**src/rtl/io_bridge.sv**
```systemverilog
// io_bridge: memory-mapped bridge between the core load/store bus and the
// external valid/data pin pairs. Inbound words are synchronised and latched.
// Outbound stores are queued in a small FIFO that drains under valid/ready.
module io_bridge #(
    parameter int DW    = 30,
    parameter int DEPTH = 4
) (
    input  logic          clk,
    input  logic          rst,
    input  logic [3:0]    bus_addr,
    input  logic [31:0]   bus_wdata,
    input  logic          bus_we,
    input  logic          bus_re,
    output logic [31:0]   bus_rdata,
    input  logic          ext_in_valid,
    input  logic [DW-1:0] ext_in_data,
    output logic          ext_out_valid,
    output logic [DW-1:0] ext_out_data,
    input  logic          ext_out_ready
);

    localparam int AW = $clog2(DEPTH);
    localparam int CW = AW + 1;

    localparam logic [3:0] ADDR_STATUS = 4'h0;
    localparam logic [3:0] ADDR_IN     = 4'h4;
    localparam logic [3:0] ADDR_OUT    = 4'h8;

    // Inbound state
    logic          sync1;
    logic          sync2;
    logic          hist;
    logic          capture;
    logic [DW-1:0] in_latch;
    logic          in_pending;
    logic          overrun;

    // Outbound state
    logic [DW-1:0] mem [DEPTH];
    logic [AW-1:0] wr_ptr;
    logic [AW-1:0] rd_ptr;
    logic [CW-1:0] count;
    logic          overflow;

    // Bus decode
    logic          sel_status;
    logic          sel_in;
    logic          sel_out;
    logic          clr_overflow;
    logic          clr_overrun;
    logic          in_read;
    logic          push_req;
    logic          push;
    logic          pop;
    logic          full;
    logic          empty;
    logic [31:0]   read_data;
    logic [31:0]   status_word;

    // Upper store-data bits have no destination when DW < 32.
    logic          unused_wdata;
    assign unused_wdata = ^bus_wdata[31:DW];

    assign sel_status   = (bus_addr == ADDR_STATUS);
    assign sel_in       = (bus_addr == ADDR_IN);
    assign sel_out      = (bus_addr == ADDR_OUT);
    assign clr_overflow = bus_we & sel_status & bus_wdata[3];
    assign clr_overrun  = bus_we & sel_status & bus_wdata[7];
    assign in_read      = bus_re & sel_in;
    assign push_req     = bus_we & sel_out;

    assign full    = (count == CW'(DEPTH));
    assign empty   = (count == '0);
    assign pop     = !empty && ext_out_ready;
    // A full FIFO still takes a push when the head leaves in the same cycle.
    assign push    = push_req && (!full || pop);
    assign capture = sync2 & ~hist;

    assign ext_out_valid = !empty;
    assign ext_out_data  = empty ? '0 : mem[rd_ptr];

    // Two-flop synchroniser for the asynchronous strobe plus edge history.
    // NOTE: state registers use non-blocking assignments so every flop samples
    // pre-edge values regardless of statement order.
    always_ff @(posedge clk or negedge rst) begin
        if (!rst) begin
            sync1 <= 1'b0;
            sync2 <= 1'b0;
            hist  <= 1'b0;
        end else begin
            sync1 <= ext_in_valid;
            sync2 <= sync1;
            hist  <= sync2;
        end
    end

    // Inbound capture: a new edge wins over a same-cycle IN_DATA read.
    always_ff @(posedge clk or negedge rst) begin
        if (!rst) begin
            in_latch   <= '0;
            in_pending <= 1'b0;
            overrun    <= 1'b0;
        end else begin
            if (capture) begin
                in_latch   <= ext_in_data;
                in_pending <= 1'b1;
            end else if (in_read) begin
                in_pending <= 1'b0;
            end
            if (clr_overrun) begin
                overrun <= 1'b0;
            end else if (capture && in_pending) begin
                overrun <= 1'b1;
            end
        end
    end

    // Sticky overflow: set by a dropped push, software clear takes priority.
    always_ff @(posedge clk or negedge rst) begin
        if (!rst) begin
            overflow <= 1'b0;
        end else if (clr_overflow) begin
            overflow <= 1'b0;
        end else if (push_req && !push) begin
            overflow <= 1'b1;
        end
    end

    // FIFO pointers and occupancy; pointers wrap naturally at DEPTH.
    always_ff @(posedge clk or negedge rst) begin
        if (!rst) begin
            wr_ptr <= '0;
            rd_ptr <= '0;
            count  <= '0;
        end else begin
            if (push) begin
                wr_ptr <= wr_ptr + 1'b1;
            end
            if (pop) begin
                rd_ptr <= rd_ptr + 1'b1;
            end
            case ({push, pop})
                2'b10:   count <= count + 1'b1;
                2'b01:   count <= count - 1'b1;
                default: count <= count;
            endcase
        end
    end

    // FIFO storage.
    // NOTE: the data array has no reset; entries are only visible once the
    // count covers them, and output data is forced to 0 while empty.
    always_ff @(posedge clk) begin
        if (push) begin
            mem[wr_ptr] <= bus_wdata[DW-1:0];
        end
    end

    // Load mux built from pre-edge state, so a same-cycle store is not seen.
    // NOTE: read_data is assigned a default first so no path leaves it
    // unassigned and no latch is inferred.
    always_comb begin
        status_word      = '0;
        status_word[0]   = in_pending;
        status_word[1]   = full;
        status_word[2]   = empty;
        status_word[3]   = overflow;
        status_word[6:4] = 3'(count);
        status_word[7]   = overrun;
        read_data        = '0;
        if (sel_status) begin
            read_data = status_word;
        end else if (sel_in) begin
            read_data = 32'(in_latch);
        end
    end

    // Registered load data, held between loads.
    always_ff @(posedge clk or negedge rst) begin
        if (!rst) begin
            bus_rdata <= '0;
        end else if (bus_re) begin
            bus_rdata <= read_data;
        end
    end

endmodule

```
**config.mk**
```make
export PLATFORM = sky130hd
export DESIGN_NAME = io_bridge
export DESIGN_NICKNAME = d
export VERILOG_FILES = /design/src/rtl/io_bridge.sv
export SDC_FILE = /design/constraint.sdc
export NUM_CORES = 1
export LEC_CHECK = 0
export BUFFER_PORTS_ARGS = -buffer_cell sky130_fd_sc_hd__clkbuf_2
export CAP_MARGIN = 25
export CORE_MARGIN = 8
export CORE_UTILIZATION = 40
export DETAILED_ROUTE_END_ITERATION = 6
export PLACE_DENSITY = 0.59
export SLEW_MARGIN = 40
export SYNTH_ARGS = -nofsm -noshare
export SYNTH_HDL_FRONTEND = slang
export SYNTH_SLANG_ARGS = --single-unit
export TNS_END_PERCENT = 10
```
**constraint.sdc**
```tcl
create_clock -name clk -period 2.15 [get_ports clk]
set_input_delay 0.215 -clock clk [delete_from_list [all_inputs] [get_ports clk]]
set_output_delay 0.215 -clock clk [all_outputs]
set_load 0.03 [all_outputs]
```
# ---- Word-level counts from Yosys, hierarchy flattened
# Memories as Yosys holds them, arrays and structs flattened.
# Cells that the tools add are included.
dict set report classes {
  muxes 12
  bitwise_logic 7
  n_eq_ne 5
  n_reduce_logical 14
  n_addsub 4
}
# operator count
set op_table {}
lappend op_table {{$mux W30} 3}
lappend op_table {{$mux W1} 8}
lappend op_table {{$reduce_bool A2 Y1} 4}
lappend op_table {{$and A1 B1 Y1} 6}
lappend op_table {{$pmux W3 S2} 1}
lappend op_table {{$add A2 B1 Y2 const B} 2}
lappend op_table {{$eq A4 B3 Y1 const B} 1}
lappend op_table {{$eq A4 B4 Y1 const B} 1}
lappend op_table {{$logic_and A1 B1 Y1} 4}
lappend op_table {{$logic_not A4 Y1} 1}
lappend op_table {{$add A3 B1 Y3 const B} 1}
lappend op_table {{$eq A3 B3 Y1 const B} 1}
lappend op_table {{$logic_not A1 Y1} 3}
lappend op_table {{$logic_not A3 Y1} 1}
lappend op_table {{$sub A3 B1 Y3 const B} 1}
lappend op_table {{$eq A2 B1 Y1 const B} 1}
lappend op_table {{$eq A2 B2 Y1 const B} 1}
lappend op_table {{$logic_or A1 B1 Y1} 1}
lappend op_table {{$not A1 Y1} 1}
dict set report totals {
  n_memories 1
  out_inout_bits 63
  reg_bits 75
  mem_bits_rw 120
  elab_cells 54
}
# name depth word_bits read_ports rd_ports_with_merged_regs wr line
set memory_table {}
lappend memory_table {mem 4 30 1 0 1 39} ;# logic [DW-1:0] mem [DEPTH];

# ---- Longest topological paths before layout
# Gate-level depths: netlist (run 1).
dict set report depth {
  ltp_word 9
  depth_mapped 11
  mapped_depth_nobuf 9
}

# ---- Worst setup path after synthesis (run 1)
# No wires, ideal clock.
dict set report synth_timing {
  kind {register to register}
  start {reg count[0]}
  end {reg count[2]}
  path_slack_ps -111
  n_path_buf 1
  setup_time_ps 80
  arrival_time_ps 2181
  path_stages_with_launch 11
  period_less_slack_ps 2261
  path_cell_list {dfrtp_1 > or4b_1 > and3_1 > buf_6 > inv_1 > ha_1 > inv_1 > fa_1 > xor2_1 > nor2_1 > xnor2_1}
}
dict set report synth_between {
  elab_chain_cells 7
}
# element line
set synth_lines {}
lappend synth_lines {{from (decl)} 42} ;# logic [CW-1:0] count;
lappend synth_lines {{from (signal assigned)} 143} ;# 2'b10: count <= count + 1'b1;
lappend synth_lines {{from (signal assigned)} 144} ;# 2'b01: count <= count - 1'b1;
lappend synth_lines {{from (signal assigned)} 145} ;# default: count <= count;
lappend synth_lines {{$logic_not A3 Y1} 73} ;# assign empty = (count == '0);
lappend synth_lines {{$logic_not A1 Y1} 74} ;# assign pop = !empty && ext_out_ready;
lappend synth_lines {{$logic_and A1 B1 Y1} 74}
lappend synth_lines {{$logic_or A1 B1 Y1} 76} ;# assign push = push_req && (!full || pop);
lappend synth_lines {{$logic_and A1 B1 Y1} 76}
lappend synth_lines {{$eq A2 B1 Y1 / $eq A2 B2 Y1 (equally long branches)} 142} ;# case ({push, pop})
lappend synth_lines {{$pmux W3 S2 / $reduce_bool A2 Y1 (equally long branches)} n/a}
# Several ways; a longest one is shown, not always the timed one.
# A chain may end at the register's enable or synchronous reset.

# ---- Worst setup path after layout (run 1)
dict set report layout_timing {
  start {reg rd_ptr[0]}
  end {out ext_out_data[5]}
}
dict set report layout_between {
  elab_chain_cells 2
}
# element line
set layout_lines {}
lappend layout_lines {{from (decl)} 41} ;# logic [AW-1:0] rd_ptr;
lappend layout_lines {{from (signal assigned)} 140} ;# rd_ptr <= rd_ptr + 1'b1;
lappend layout_lines {{$mem_v2 Z4 W30} n/a}
lappend layout_lines {{$mux W30} 80} ;# assign ext_out_data = empty ? '0 : mem[rd_ptr];
lappend layout_lines {{to (decl)} 18} ;# output logic [DW-1:0] ext_out_data,
# Every way passes these cells.

==> metrics, run 1 <==
Ys Warns=0; worst hold slack=0.0125 ns; CTS H-tree lvls=4; Final nets=652; Clock transition at path regs=0.07 ns; top_reg_cell synth=edfxtp_1; iteration count of the initial detailed-routing pass=4; Required @ worst endpoint=1.93 ns; Clock Skew=0.00989 ns; worst-path cell chain=buf_12, buf_12, buf_16, mux4_2, and2_4, buf_8; Max Root-Sink Buffers=2; Synth Area in Simple Gates=4.95%; post-DR wirelength/cell=19.4 µm; Post-Synth XOR/XNOR Area=0.705%; Async SR Flop Fraction=37.8%; Buffers on Ports=130; worst stage delay on the critical path=0.42 ns; slowest CP cell=dfrtp_2; Peak Freq=463 MHz; P&R area growth vs syn=30.8%; FP Rows=50; die area=23300 µm²; pre-CTS setup slack=0.00643 ns; status=complete, but fails checks; Post-Place Cell Area=8490 µm²; I/O pins=135; Synth Register Bits=193; Power per Cell Area=1190 nW/µm²; Crit. End Element=output pin; RD Place Congestion=0.723; Post-Syn Area=7450 µm²; DRT Wirelength=15900 µm; maximum vdd drop=0.734 mV; Max-Cap Viols=0; drt via density=4.91; Post-Syn Instances=394; RR Endpoint=count[2]$_DFFE_PN0P_; Final Critical Period=2.16 ns; post-synth cell types=40; Slew Viols, Final=0; global-route wire length before repair=24700 µm; critical setup path kind=reg2out; Sum Neg Setup Slack=-0.0196 ns; post-synthesis sequential area ratio=72.9%; initial antenna violation count=0; half-perimeter wire length after placement=10300 µm; vias=4028; Static Leak=3.94 nW; CP Buf/Inv Count=4; DRC viols=0; Max Fanout on Critical Path=5; Skew-Pair Late Insertion Delay=0.43 ns; vias in the first global route=4386; critical path endpoint=ext_out_data[5]; Post-Syn Area per Cell=18.9 µm²; Die Ht=152 µm; Post-synth EDFFs=120; CTS Root Cell=clkbuf_16; grt ovf=0; violated checks=negative setup slack; Worst setup startpoint=rd_ptr[0]$_DFFE_PN0P_; RR Startpoint=count[0]$_DFFE_PN0P_; largest net degree at the start of global routing=74; Setup Viol. Count Final=5; cell mode on critical path=buf_12; post-route cell area=9750 µm²; Hold Crit Class=in2reg; Hold Vio Cnt, Final=0; Critical Path Stages=6; Antenna Nets Post-Route=0; # clock sinks=193; Initial Util=40.2%; DP Cell Count=758; post-synthesis compound-gate area fraction=4.10%; Global Route Usage Sum=13.8%; DRT iter0 DRCs=200; largest family of logic cells by synthesized area=multiplexers; cell family with most CP delay=buffers and inverters; unrepaired setup endpoints after global routing=true; worst reg2reg path depth=9; area of the core=18500 µm²; mux share of post-synthesis cell area=13.9%; die width=152 µm; Critical Path AT=1.95 ns; layout cells sized above 1=48.9%; ant diodes=0; final setup margin=-0.0118 ns; Inserted Clock Buffers=17; adder-cell share of the synthesized area=1.11%; CTS tree=built; type of origin of the critical path=flip-flop; Final Cycle Share=101%; R2R setup slack=0.06 ns; Post-Layout Cell Count=821
## through the flow
step | util, % | total power, mW
final | 52.6 | 11.6
after CTS | 52.1 | 11.5
after global routing | 52.6 | 12.1
after global placement | 45.9 | 7.51
after detailed placement | 45.9 | 7.56
after floorplan | - | 6.58
## worst min-delay path by stage
stage,from,endpoint,slack [ns],cells past startpoint
finish,bus_wdata[17],mem[0][17]$_DFFE_PP_,0.01,1
global route,ext_in_data[8],in_latch[8]$_DFFE_PN0P_,0.003,2
CTS,bus_wdata[16],mem[2][16]$_DFFE_PP_,0.0001,1
detailed placement,rst,in_latch[18]$_DFFE_PN0P_,0.27,2
global placement,rst,in_latch[16]$_DFFE_PN0P_,0.27,2
floorplan,rst,bus_rdata[0]$_DFFE_PN0P_,-0.08,0
## worst reg2reg max path: stages, from the launching register on
cell     delay, ns
dfrtp_1       0.38
or4b_4        0.53
and3_4        0.18
inv_4         0.05
ha_4          0.13
inv_2         0.03
fa_2          0.32
xor2_1        0.14
nor2_1        0.11
xnor2_1       0.13
## state kept, by name, summed over array words and instances, names as in the netlist
register,cells
bus_rdata,30
count,3
hist,1
in_latch,30
in_pending,1
mem,120
overflow,1
overrun,1
rd_ptr,2
sync1,1
sync2,1
wr_ptr,2
## cells in the final DEF, fill, tap and decap left out, types with 2 or more instances in the layout
cell type      Yosys  final
clkbuf_2           0    102
clkbuf_4           0      3
dfrtp_1           73     72
dlygate4sd3_1      0     22
nor3_1             4      4
clkbuf_16          0     19
inv_4              0      2
buf_2              9      2
a221o_1            8      8
ha_1               5      4
clkbuf_8           0     13
mux4_2            30     30
buf_4              5     23
nor2b_1            4      3
inv_6              0      7
inv_1              9      8
buf_12             0      6
buf_8              0      9
xor2_1             2      2
edfxtp_1         120    120
a22o_1            22     22
nor2_1             2      2
buf_16             0      3
and2_2             4      4
and2_4             0     15
conb_1             1      2
clkinv_4           0      3
mux2_2            30     30
and2_1            31     16
xnor2_1            4      4
## Yosys cell counts (5+ instances only)
cell        n  area [µm²]
a221o_1     8        80.1
a22o_1     22         193
and2_1     31         194
buf_2       9        45.0
buf_4       5        37.5
clkbuf_1    8        30.0
dfrtp_1    73        1830
edfxtp_1  120        3600
ha_1        5        62.6
inv_1       9        33.8
mux2_2     30         338
mux4_2     30         676
## layer usage
| layer | wire (µm) | track usage, % | up-vias |
|---|---|---|---|
| met2 | 7930 | 22.7 | 96 |
| met4 | 253 | 5.23 | 0 |
| met5 | 0 | 0 | - |
| met3 | 698 | 4.08 | 16 |
| li1 | - | - | 1871 |
| met1 | 7010 | 17.0 | 2045 |
## layout make-up
class,count,area (µm²)
fill,1502,8770
sequential,193,5430
multi-input combinational,167,1920
timing repair buffer,185,1500
clock buffer,18,439
tap,234,293
clock inverter,14,121
inverter,10,40.0
## timing repair
| item | CTS | global route |
|---|---|---|
| pin swaps | 5 | 8 |
| hold buffers | 22 | 0 |
| endpoints found under the setup margin | 32 | 31 |
| setup buffers | 2 | 2 |
| hold endpoints to repair | 129 | 0 |
| cloned | 3 | 2 |
| gates resized for setup | 72 | 15 |
## cell families (layout without fill, tap and decap cells)
logic type,after synthesis,after routing
flops,193,193
mux,62,62
compound gates,35,35
xor+xnor,6,6
buf+inv,35,227
fa+ha+maj,6,6
other cells,1,2
simple gates,56,56
## where the power goes
part           switching (mW)  internal (mW)  leakage (nW)
sequential              0.115           4.16          1.99
clock                    1.42           1.55         0.278
combinational            2.06           2.30          1.66
Power figures use the tool's default switching activity.
==> inputs of run 2 (changes only) <==
Settings changed: CORE_UTILIZATION 40 to 50, PLACE_DENSITY 0.59 to 0.72.
==> run 2 against run 1 <==
Wire length shrank 4.6%. Highest routed layer unchanged. The flow now finishes without violations. Critical endpoint is now count[2]$_DFFE_PN0P_. Clock-buffer cell count rose by 4. Sequential cell count did not move. Sequential share of layout area grew 1.4 points. Sequential power is essentially flat. Maximum frequency rose by 0.85%.
==> metrics, run 2 (synthesis results as in run 1) <==
status=complete, no violations (was complete, but fails checks); RR Endpoint=count[2]$_DFFE_PN0P_ (unchanged); DP Cell Count=706 (was 758); Clock transition at path regs=0.07 ns (about the same); Buffers on Ports=130 (unchanged); worst hold path endpoint=mem[0][12]$_DFFE_PP_ (was mem[0][17]$_DFFE_PP_); Layout fillers=1005 (was 1502); critical setup path kind=reg2reg (was reg2out); hold path depth=1 (unchanged); layout cells sized above 1=49.8% (was 48.9%); Setup Viol. Count Final=0 (was 5); initial antenna violation count=0 (unchanged); iteration count of the initial detailed-routing pass=4 (unchanged); Max Root-Sink Buffers=2 (unchanged); Largest regs=mem x120, bus_rdata x30, in_latch x30 (unchanged); RD Place Congestion=0.739 (was 0.723); Static Leak=3.85 nW (was 3.94 nW); Clock Skew=0.00669 ns (was 0.00989 ns); Post-Place Cell Area=8450 µm² (was 8490 µm²); most frequent cells in the layout=edfxtp_1 (120), clkbuf_2 (100), dfrtp_1 (72) (was edfxtp_1 (120), clkbuf_2 (102), dfrtp_1 (72)); maximum vdd drop=0.633 mV (was 0.734 mV); Biggest register=mem (unchanged); Skew-Pair Late Insertion Delay=0.42 ns (was 0.43 ns); Antenna Nets Post-Route=0 (unchanged); slew margin rel.=58.9%; DRT Wirelength=15200 µm (was 15900 µm); Max-Cap Viols=0 (unchanged); I/O pins=135 (unchanged); Hold Crit Class=in2reg (unchanged); CTS H-tree lvls=4 (unchanged); Critical Path AT=2.48 ns (was 1.95 ns); CTS tree=built (unchanged); DRT iter0 DRCs=164 (was 200); max FFs per register=120 (unchanged); Initial Util=51.3% (was 40.2%); most common cell after layout, fill and taps aside=edfxtp_1 (unchanged); post-DR wirelength/cell=20.1 µm (was 19.4 µm); FP Rows=44 (was 50); global-route wire length before repair=25000 µm (was 24700 µm); type of origin of the critical path=flip-flop (unchanged); area of the core=14500 µm² (was 18500 µm²); largest net degree at the start of global routing=32 (was 74); die width=138 µm (was 152 µm); worst slew pin tran=0.616 ns; unrepaired setup endpoints after global routing=true (unchanged); drt via density=5.40 (was 4.91); Inserted Clock Buffers=17 (unchanged); ant diodes=0 (unchanged); # clock sinks=193 (unchanged); P&R area growth vs syn=27.5% (was 30.8%); grt ovf=0 (unchanged); Final Cycle Share=99.7% (was 101%); Global Route Usage Sum=16.5% (was 13.8%); Final nets=635 (was 652); Final Critical Period=2.14 ns (was 2.16 ns); post-route cell area=9500 µm² (was 9750 µm²); Slew Viols, Final=0 (unchanged); die area=19100 µm² (was 23300 µm²); Peak Freq=466 MHz (was 463 MHz); Power per Cell Area=1190 nW/µm² (about the same); CTS Root Cell=clkbuf_16 (unchanged); Required @ worst endpoint=2.49 ns (was 1.93 ns); worst hold slack=0.0137 ns (was 0.0125 ns); worst reg2reg path depth=9 (unchanged); half-perimeter wire length after placement=10100 µm (was 10300 µm); Final Core Density=65.4% (was 52.6%); Post-Layout Cell Count=754 (was 821); RR Startpoint=count[1]$_DFFE_PN0P_ (was count[0]$_DFFE_PN0P_); Hold Vio Cnt, Final=0 (unchanged); Die Ht=138 µm (was 152 µm); final setup margin=0.00630 ns (was -0.0118 ns); Max Fanout on Critical Path=2 (was 5); min-delay src=bus_wdata[12] (was bus_wdata[17]); vias in the first global route=4655 (was 4386); DRC viols=0 (unchanged); R2R setup slack=0.006 ns (was 0.06 ns); vias=4071 (was 4028); Crit. End Element=flip-flop (was output pin); pre-CTS setup slack=-0.0254 ns (was 0.00643 ns)
run 2: cell count changes in the layout (fill, tap and decap cells not counted), moves of 5 or more:
cell           delta
dlygate4sd3_1     -9
inv_6             -7
and2_1            -5
and2_4            +5
buf_2             +5
buf_4             -5
run 2: timing repair:
| item | 4_1_cts | 5_1_grt |
|---|---|---|
| cloned | 2 | 0 |
| setup buffers | 1 | 1 |
| hold endpoints to repair | 62 | 0 |
| pin swaps | 14 | 4 |
| setup endpoints to repair | 32 | 31 |
| resized for setup | 64 | 22 |
| hold buffers | 13 | 0 |
run 2: layout make-up:
type | instances | area (µm²) | share of cell area, %
Clock inverter | 10 | 67.6 | 0.711
Timing Repair Buffer | 168 | 1270 | 13.4
Inverter | 10 | 40.0 | 0.421
Tap cell | 184 | 230 | 2.42
Clock buffer | 22 | 528 | 5.56
Sequential cell | 193 | 5430 | 57.2
Multi-Input combinational cell | 167 | 1930 | 20.3
run 2: where the power goes:
part	leakage (nW)	switching, mW	internal (mW)
clock	0.298	1.31	1.75
sequential	1.99	0.129	4.16
combinational	1.56	1.94	2.03
run 2: metal layers:
metal	routed length, µm	global-route usage [%]	up-vias
met5	0	0	-
met4	214	5.89	0
met3	1160	6.61	17
met2	7830	27.9	122
met1	5960	18.5	2101
li1	-	-	1831
run 2: worst max-delay path by stage:
stage                                     start              endpoint  slack [ns]  depth (start not counted)
final                      count[1]$_DFFE_PN0P_  count[2]$_DFFE_PN0P_       0.006                          9
after global routing       count[1]$_DFFE_PN0P_  count[2]$_DFFE_PN0P_       -0.05                          9
after CTS                 rd_ptr[0]$_DFFE_PN0P_      ext_out_data[27]       -0.05                          4
after detailed placement   count[1]$_DFFE_PN0P_  count[2]$_DFFE_PN0P_       -0.03                          9
after global placement     count[1]$_DFFE_PN0P_  count[2]$_DFFE_PN0P_        0.02                          9
after floorplan            count[1]$_DFFE_PN0P_  count[2]$_DFFE_PN0P_       -0.02                         10
run 2: stage by stage:
step | setup TNS, ns | power (mW)
finish | 0 | 11.3
global route | -0.236 | 11.8
CTS | -0.290 | 11.4
detailed placement | -0.0254 | 7.53
global placement | 0 | 7.45
floorplan | -0.0223 | 6.58
run 2: critical path, cell delays in order, from the launching register on:
cell and delay (ns):
dfrtp_1 0.39, or4b_1 0.52, and3_4 0.18, inv_4 0.05
ha_4 0.14, inv_2 0.04, fa_2 0.35, xor2_1 0.15
nor2_1 0.11, xnor2_1 0.13
